[src/rtl/data_memory_responder_if.sv]
// Data-memory request/response bus between the MEM stage and its responder.
// Latency: n/a (signal bundle only).
// Backpressure: responder drives ready low while a request is outstanding.
interface data_memory_responder_if;
    logic        mem_r_en;
    logic        mem_w_en;
    logic [31:0] address;
    logic [31:0] write_data;
    logic [31:0] read_data;
    logic        ready;
    logic        done_pulse;
`ifdef DATA_MEMORY_ERROR_EN
    logic        access_error;

    modport master (
        output mem_r_en, mem_w_en, address, write_data,
        input  read_data, ready, done_pulse, access_error
    );

    modport slave (
        input  mem_r_en, mem_w_en, address, write_data,
        output read_data, ready, done_pulse, access_error
    );
`else
    modport master (
        output mem_r_en, mem_w_en, address, write_data,
        input  read_data, ready, done_pulse
    );

    modport slave (
        input  mem_r_en, mem_w_en, address, write_data,
        output read_data, ready, done_pulse
    );
`endif
endinterface

[src/rtl/data_memory_responder.sv]
// Behavioural data-memory responder for the MEM stage (internal word array, IDLE/BUSY/DONE FSM).
// Latency: request seen in IDLE -> WAIT_CYCLES BUSY cycles -> DONE; access happens on the BUSY->DONE edge.
// Backpressure: ready=0 while a request is pending in IDLE or during BUSY. Optional access_error via DATA_MEMORY_ERROR_EN.
module data_memory_responder #(
    parameter int DEPTH       = 64,
    parameter int WAIT_CYCLES = 4,
    parameter int BASE_ADDR   = 1024
) (
    input  logic                     clk,
    input  logic                     rst,
    data_memory_responder_if.slave   bus
);

    localparam int         IDX_W    = (DEPTH > 1) ? $clog2(DEPTH) : 1;
    localparam logic [3:0] LAST_CNT = 4'(WAIT_CYCLES - 1);

    typedef enum logic [1:0] {
        IDLE = 2'd0,
        BUSY = 2'd1,
        DONE = 2'd2
    } state_t;

    state_t      state;
    state_t      state_nxt;
    logic [3:0]  cnt;
    logic [31:0] lat_addr;
    logic [31:0] lat_data;
    logic        lat_wr;
    logic        req;
    logic [31:0] word_idx;
    logic        in_range;
    logic        access_fire;

    logic [31:0] mem [DEPTH];

    assign req = bus.mem_r_en | bus.mem_w_en;

    // Index is derived from the latched address so mid-access input changes cannot disturb it;
    // subtraction wraps for addresses below the base, which the >= test rejects.
    assign word_idx    = (lat_addr - 32'(BASE_ADDR)) >> 2;
    assign in_range    = (lat_addr >= 32'(BASE_ADDR)) && (word_idx < 32'(DEPTH));
    assign access_fire = (state == BUSY) && (cnt == LAST_CNT);

    // State register.
    always_ff @(posedge clk or negedge rst) begin
        if (!rst) begin
            state <= IDLE;
        end else begin
            state <= state_nxt;
        end
    end

    // Next-state logic: requests are only sampled in IDLE; DONE always returns to IDLE.
    always_comb begin
        state_nxt = state;
        case (state)
            IDLE:    if (req) state_nxt = BUSY;
            BUSY:    if (cnt == LAST_CNT) state_nxt = DONE;
            DONE:    state_nxt = IDLE;
            default: state_nxt = IDLE;
        endcase
    end

    // Output decode: stall while a request is pending or being serviced.
    always_comb begin
        bus.ready      = 1'b1;
        bus.done_pulse = 1'b0;
        case (state)
            IDLE:    bus.ready = ~req;
            BUSY:    bus.ready = 1'b0;
            DONE:    bus.done_pulse = 1'b1;
            default: bus.ready = 1'b1;
        endcase
    end

    // Wait counter, request capture and load result register.
    always_ff @(posedge clk or negedge rst) begin
        if (!rst) begin
            cnt           <= 4'd0;
            lat_addr      <= 32'd0;
            lat_data      <= 32'd0;
            lat_wr        <= 1'b0;
            bus.read_data <= 32'd0;
        end else begin
            if (state == IDLE && req) begin
                cnt      <= 4'd0;
                lat_addr <= bus.address;
                lat_data <= bus.write_data;
                // A simultaneous read+write is serviced as a write.
                lat_wr   <= bus.mem_w_en;
            end else if (state == BUSY) begin
                cnt <= cnt + 4'd1;
            end
            if (access_fire && !lat_wr) begin
                bus.read_data <= in_range ? mem[word_idx[IDX_W-1:0]] : 32'd0;
            end
        end
    end

    // Word array write port; contents deliberately survive reset, and an aborted access never fires.
    always_ff @(posedge clk) begin
        if (access_fire && lat_wr && in_range) begin
            mem[word_idx[IDX_W-1:0]] <= lat_data;
        end
    end

`ifdef DATA_MEMORY_ERROR_EN
    logic lat_both;

    // Remember whether the sampled request asked for both read and write.
    always_ff @(posedge clk or negedge rst) begin
        if (!rst) begin
            lat_both <= 1'b0;
        end else if (state == IDLE && req) begin
            lat_both <= bus.mem_r_en & bus.mem_w_en;
        end
    end

    // Error flag is valid only in the DONE cycle, zero otherwise.
    always_ff @(posedge clk or negedge rst) begin
        if (!rst) begin
            bus.access_error <= 1'b0;
        end else begin
            bus.access_error <= access_fire && (!in_range || lat_both);
        end
    end
`endif

endmodule

[src/flat_wrapper.sv]
// flat-port wrapper written by rule: the top's interface ports become plain ports
module data_memory_responder_flat 
#(
    parameter int DEPTH       = 64,
    parameter int WAIT_CYCLES = 4,
    parameter int BASE_ADDR   = 1024
)
  (clk, rst, bus_mem_r_en, bus_mem_w_en, bus_address, bus_write_data, bus_read_data, bus_ready, bus_done_pulse);
  data_memory_responder_if bus_i ();
  input  logic clk;
  input  logic rst;
  input wire logic [$bits(bus_i.mem_r_en)-1:0] bus_mem_r_en;
  input wire logic [$bits(bus_i.mem_w_en)-1:0] bus_mem_w_en;
  input wire logic [$bits(bus_i.address)-1:0] bus_address;
  input wire logic [$bits(bus_i.write_data)-1:0] bus_write_data;
  output wire logic [$bits(bus_i.read_data)-1:0] bus_read_data;
  output wire logic [$bits(bus_i.ready)-1:0] bus_ready;
  output wire logic [$bits(bus_i.done_pulse)-1:0] bus_done_pulse;
  assign bus_i.mem_r_en = bus_mem_r_en;
  assign bus_i.mem_w_en = bus_mem_w_en;
  assign bus_i.address = bus_address;
  assign bus_i.write_data = bus_write_data;
  assign bus_read_data = bus_i.read_data;
  assign bus_ready = bus_i.ready;
  assign bus_done_pulse = bus_i.done_pulse;
  data_memory_responder #(.DEPTH(DEPTH), .WAIT_CYCLES(WAIT_CYCLES), .BASE_ADDR(BASE_ADDR)) u_core (.clk(clk), .rst(rst), .bus(bus_i));
endmodule
[config.mk]
export PLATFORM = sky130hd
export DESIGN_NAME = data_memory_responder_flat
export DESIGN_NICKNAME = d
export VERILOG_FILES = /design/src/rtl/data_memory_responder_if.sv /design/src/rtl/data_memory_responder.sv /design/src/flat_wrapper.sv
export SDC_FILE = /design/constraint.sdc
export NUM_CORES = 2
export LEC_CHECK = 0
export CAP_MARGIN = 20
export CORE_UTILIZATION = 60
export DETAILED_ROUTE_END_ITERATION = 10
export PLACE_DENSITY = 0.8
export SYNTH_ARGS = -nofsm -noshare
export SYNTH_HDL_FRONTEND = slang
export SYNTH_SLANG_ARGS = --single-unit
[constraint.sdc]
create_clock -name clk -period 7.86 [get_ports clk]
set_clock_uncertainty 0.15 [all_clocks]
set_input_delay 1.572 -clock clk [delete_from_list [all_inputs] [get_ports clk]]
set_output_delay 1.572 -clock clk [all_outputs]
set_load 0.01 [all_outputs]
; ---- After elaboration in Yosys (flattened, before gate mapping)
; Memories as Yosys holds them, arrays and structs flattened.
; Index checks and enable logic that the tools add are counted.
; Widths: inputs -> output; s select.
[totals]
regBits = 103
latch_bits = 0
ram_bits = 2048
mem_bits_ro = 0
input_bits = 68
out_inout_bits = 34
word_cells = 38
memories = 1
[classes]
addsub = 2
n_mul = 0
div = 0
n_lt_le_gt_ge = 2
eq_ne = 5
shifts = 0
mux = 10
n_bitwise = 2
reduce_logical = 10
[mem_list]
columns = name, depth, width, rd, rd_clocked_by_memory_dff, write_ports, line
row1 = u_core.mem, 64, 32, 1, 0, 1, data_memory_responder.sv:34  ; logic [31:0] mem [DEPTH];
[ops]
columns = op, count
row1 = $ge 32x11->1 const B, 1
row2 = $mux 32, 1
row3 = $sub 32x11->32 const B, 1
row4 = $lt 30x7->1 const B, 1
row5 = $mux 4, 2
row6 = $logic_and 1x1->1, 6
row7 = $add 4x1->4 const B, 1
row8 = $eq 4x2->1 const B, 1
row9 = $mux 2, 2
row10 = $ne 2x1->1 const B, 2
row11 = $pmux 2 s2, 1
row12 = $mux 1, 3
row13 = $eq 2x1->1 const B, 1
row14 = $eq 2x2->1 const B, 1
row15 = $logic_not 2->1, 1
row16 = $pmux 1 s2, 1
row17 = $reduce_and 2->1, 1
row18 = $reduce_bool 2->1, 1
row19 = $logic_not 1->1, 1
row20 = $not 1->1, 1
row21 = $or 1x1->1, 1

; ---- Longest topological paths before layout
[depth]
ltp_word = 6
mapped_depth = 12
depth_no_buf = 6

; ---- Worst setup path after synthesis
; Ideal clock, no wire load.
[synth_path]
kind = reg2reg
startpoint = register u_core.lat_addr[11]
endpoint = memory u_core.mem[40][0], enable pin
setup_time_ps = 421
t_arrival_ps = 3547
required_ps = 7289
slack_ps = 3742
path_stages_with_launch = 7
n_path_buf = 0
synth_period_minus_slack_ps = 4118
cell_sequence = dfrtp_1 or4_4 nor4_4 mux2i_1 nor4_2 nand2_1 nor2_1
[synth_via]
elab_chain_len = 6
word_cells_on_any_way = 7
cone_classes = 1 x add/sub / 2 x order compare / 2 x mux / 2 x reduce/logical
[synth_rtl]
columns = item, line
row1 = from (decl), data_memory_responder.sv:26  ; logic [31:0] lat_addr;
row2 = from (signal assigned), data_memory_responder.sv:87  ; lat_addr <= bus.address;
row3 = $sub 32x11->32, data_memory_responder.sv:40  ; assign word_idx = (lat_addr - 32'(BASE_ADDR)) >> 2;
row4 = $lt 30x7->1, data_memory_responder.sv:41  ; assign in_range = (lat_addr >= 32'(BASE_ADDR)) && (word_idx < 32'(DEPTH));
row5 = $logic_and 1x1->1 *, data_memory_responder.sv:41
row6 = $logic_and 1x1->1 *, data_memory_responder.sv:102  ; if (access_fire && lat_wr && in_range) begin
row7 = $mux 1 *, data_memory_responder.sv:102
row8 = $mux 1 (implied by the code) *, data_memory_responder.sv:103  ; mem[word_idx[IDX_W-1:0]] <= lat_data;
row9 = to (decl), data_memory_responder.sv:34
; Every way passes the cells marked *; elsewhere a longest branch is shown, timed or not.

; ---- Worst setup path in the final report
[layout_path]
startpoint = register u_core.lat_addr[12]
endpoint = memory u_core.mem[38][29], enable pin
; Same word-level chain as after synthesis.

==> results.yml <==
outcome:
  status: "finished, final reports clean"
setup_path:
  critPathCaptureType: "flop"
  critical_path.cell_chain: "or4_1 -> nor3_1 -> nand4_1 -> nor4_4 -> nand2_1 -> nor2_4 -> buf_4"
  worstPathMaxFanout: 18
  cp-start-kind: "flop"
  slowest_stage: "nor4_4"
  crit_type: "flop to flop"
  critPathRequiredTime_ns: 8.21
  cp.arrival_ns: 5.80
  max_stage_delay_ns: 1.12
grt:
  grt_pass1_vias: 47180
  grt_pass1_wl_um: 341000
  antenna_found_initial: 14
  grt_start_max_net_pins: 92
  grt-ovfl-total: 0
  grt_usage: 0.3544
sta:
  setup_ws_ns: 2.413
  fmax_mhz: 183.6
  hold_viol_final: 0
  min_period_ns: 5.447
  slew_headroom: 0.08036
  period_share: 0.6930
  worst_pin_slew_ns: 1.367
  slew_violations: 0
  fin_setup_tns_ns: 0
  setup_violations: 0
  rsz0062_at_grt: "no"
yosys:
  synthDistinctLibCells: 66
  synthMuxAreaShare: 0.1035
  synthArstFlopShare: 0.04700
  synth_top_family_by_area: "multiplexers"
  synth_fa_ha_area_frac: 0.0001524
  synth_compound_area_frac: 0.07430
  synth_area_sq_um: 82080
  synth_edf_count: 2048
  yosysWarnings: 0
  syn-num-nets: 4436
  avgSynthCellArea_sq_um: 18.80
  yosysSeqAreaShare: 0.7800
  ys_ff_latch: 2149
  synthSimpleGateAreaFrac: 0.02643
  synthXorXnorAreaFrac: 0.0003201
  synth_ff_type: "edfxtp_1"
  synth_cells: 4367
die:
  dieWidth_um: 371.9
  rows: 135
  start_util: 0.6051
  core-area_sq_um: 135600
  die_h_um: 371.9
  dieArea_sq_um: 138300
  pin_count: 102
detailed_routing:
  final_antenna_net_count: 0
  drt_first_pass_iters: 7
  drc: 0
  drtIter0Drc: 9613
  wire_per_inst_um: 37.72
  num_vias: 48560
  drt-total-wl_um: 246200
  via_per_inst: 7.440
clock_network:
  cts_tree: "built"
  cts_setup_buffers: 0
  numCtsBuffers: 200
  cts.path.max_buffers: 3
  htree_levels: 4
  clkTransAtPathRegs_ns: 0.06
  clock_sink_count: 2149
  insertion_delay_ns: 0.87
  post_cts_resize_count: 0
  cts_root_buf: "clkbuf_16"
  holdBufCountCts: 0
finish:
  mostFrequentLayoutCell: "edfxtp_1"
  multiInputGateArea_sq_um: 17380
  drive_gt1_frac: 0.2207
  final_cell_mix: "edfxtp_1, o22ai_1, mux2_2"
  area_delta_synth_final_pct: 13.18
  num-fill-cells: 7838
  final_cells: 6527
  nets: 4639
  regArea_sq_um: 64080
worst_hold_path:
  hp-class: "flop to flop"
place:
  pre_cts_slack_ns: 2.644
  port_buffers: 99
  gp_congestion: 0.8973
  place_inst: 6135
  hpwl_um: 138100
flow_run:
  cap_violations: 0
pwr:
  power.leakage_nw: 29.54
  ir_drop_mv: 0.4775
  power_density_nw_per_um2: 390.2
==> registers in the layout, indices dropped and copies added, names as in the netlist <==
register	cells
u_core.cnt	4
u_core.state	2
u_core.lat_wr	1
u_core.mem	2048
u_core.bus.read_data	32
u_core.lat_data	32
u_core.lat_addr	30
==> per-stage QoR <==
stage          utilization  total power, mW  area [sq um]  hold WS [ns]
2_1_floorplan            -            21.17         82080        0.3089
3_3_place_gp        0.6353            25.72         86170        0.3300
3_5_place_dp        0.6362            26.08         86290        0.3329
4_1_cts             0.6831            35.44         92650        0.3502
5_1_grt             0.6848            36.68         92880        0.3719
6_report            0.6849            36.25         92900        0.3513
==> cell families (layout without fill, tap and decap cells) <==
| family | Yosys count | in the layout |
|---|---|---|
| xor gates and xnor gates | 3 | 3 |
| adders and majority gates | 1 | 1 |
| and+or+nand+nor | 480 | 480 |
| DFF | 2149 | 2149 |
| muxes | 567 | 567 |
| AOI/OAI and AO/OA | 859 | 859 |
| other | 0 | 6 |
| buffers and inverters | 308 | 681 |
==> power breakdown <==
part	leakage, nW	switching, mW	internal [mW]
Combinational	6.76	8.36	3.45
Clock	3.11	4.18	5.33
Sequential	19.7	0.549	14.4
==> cell usage after synthesis, types with 7 or more instances <==
cell type	count	area (sq um)
a2111oi_0	10	87.58
a211oi_1	36	270.3
a21oi_1	94	470.5
a221o_1	14	140.1
a221oi_1	34	297.8
a222oi_1	8	80.08
a22o_1	15	131.4
a22oi_1	46	345.3
a2bb2oi_1	19	166.4
a32o_1	14	140.1
a32oi_1	7	61.31
and3_1	12	75.07
buf_1	46	172.7
buf_2	77	385.4
clkbuf_1	173	649.4
dfrtp_1	101	2527
edfxtp_1	2048	61500
inv_1	11	41.29
mux2_2	223	2511
mux2i_1	141	1411
mux4_2	203	4572
nand2_1	149	559.3
nand2b_1	12	75.07
nand3_1	9	45.04
nor2_1	203	762.0
nor2b_1	25	156.4
nor3_1	9	45.04
nor4_1	11	68.82
o211ai_1	10	75.07
o21ai_0	96	480.5
o221ai_1	154	1349
o22a_1	13	113.9
o22ai_1	239	1495
o31ai_1	16	120.1
or2_2	7	43.79
or3_1	7	43.79
or4_1	8	60.06
==> layer usage <==
layer / track usage / wire length (um) / share of wire
met5: 0 / 332 / 0.0013
met2: 0.5166 / 109300 / 0.44
met3: 0.1410 / 43000 / 0.17
met4: 0.1761 / 14180 / 0.058
met1: 0.4664 / 79360 / 0.32
==> worst paths after layout <==
kind	startpoint	to	slack [ns]	cells past startpoint
worst max-delay path	u_core.lat_addr[12]$_DFFE_PN0P_	u_core.mem[38][29]$_DFFE_PP_	2.41	7
worst min-delay path	u_core.lat_addr[14]$_DFFE_PN0P_	u_core.lat_addr[14]$_DFFE_PN0P_	0.35	1
worst max register to register	u_core.lat_addr[12]$_DFFE_PN0P_	u_core.mem[38][29]$_DFFE_PP_	2.41	7
worst min register to register	u_core.lat_addr[14]$_DFFE_PN0P_	u_core.lat_addr[14]$_DFFE_PN0P_	0.35	1
max in group asynchronous	rst	u_core.lat_addr[2]$_DFFE_PN0P_	5.67	2
min in group asynchronous	rst	u_core.lat_addr[9]$_DFFE_PN0P_	0.64	1
==> area by class of cell <==
class | count | area share
inverter | 12 | 0.0005522
clock inverter | 88 | 0.007987
tap | 1781 | 0.02399
antenna | 6 | 0.0001616
timing repair buffer | 297 | 0.03002
sequential | 2149 | 0.6898
clock buffer | 284 | 0.06047
multi-input combinational | 1910 | 0.1870
==> worst max-delay path: cells and delay by family, from the launching register on <==
family	cells	cell delay, ns
simple gates	6	4.08
buf+inv	1	0.45
flops	1	0.37
(Power assumes the default switching activity.)
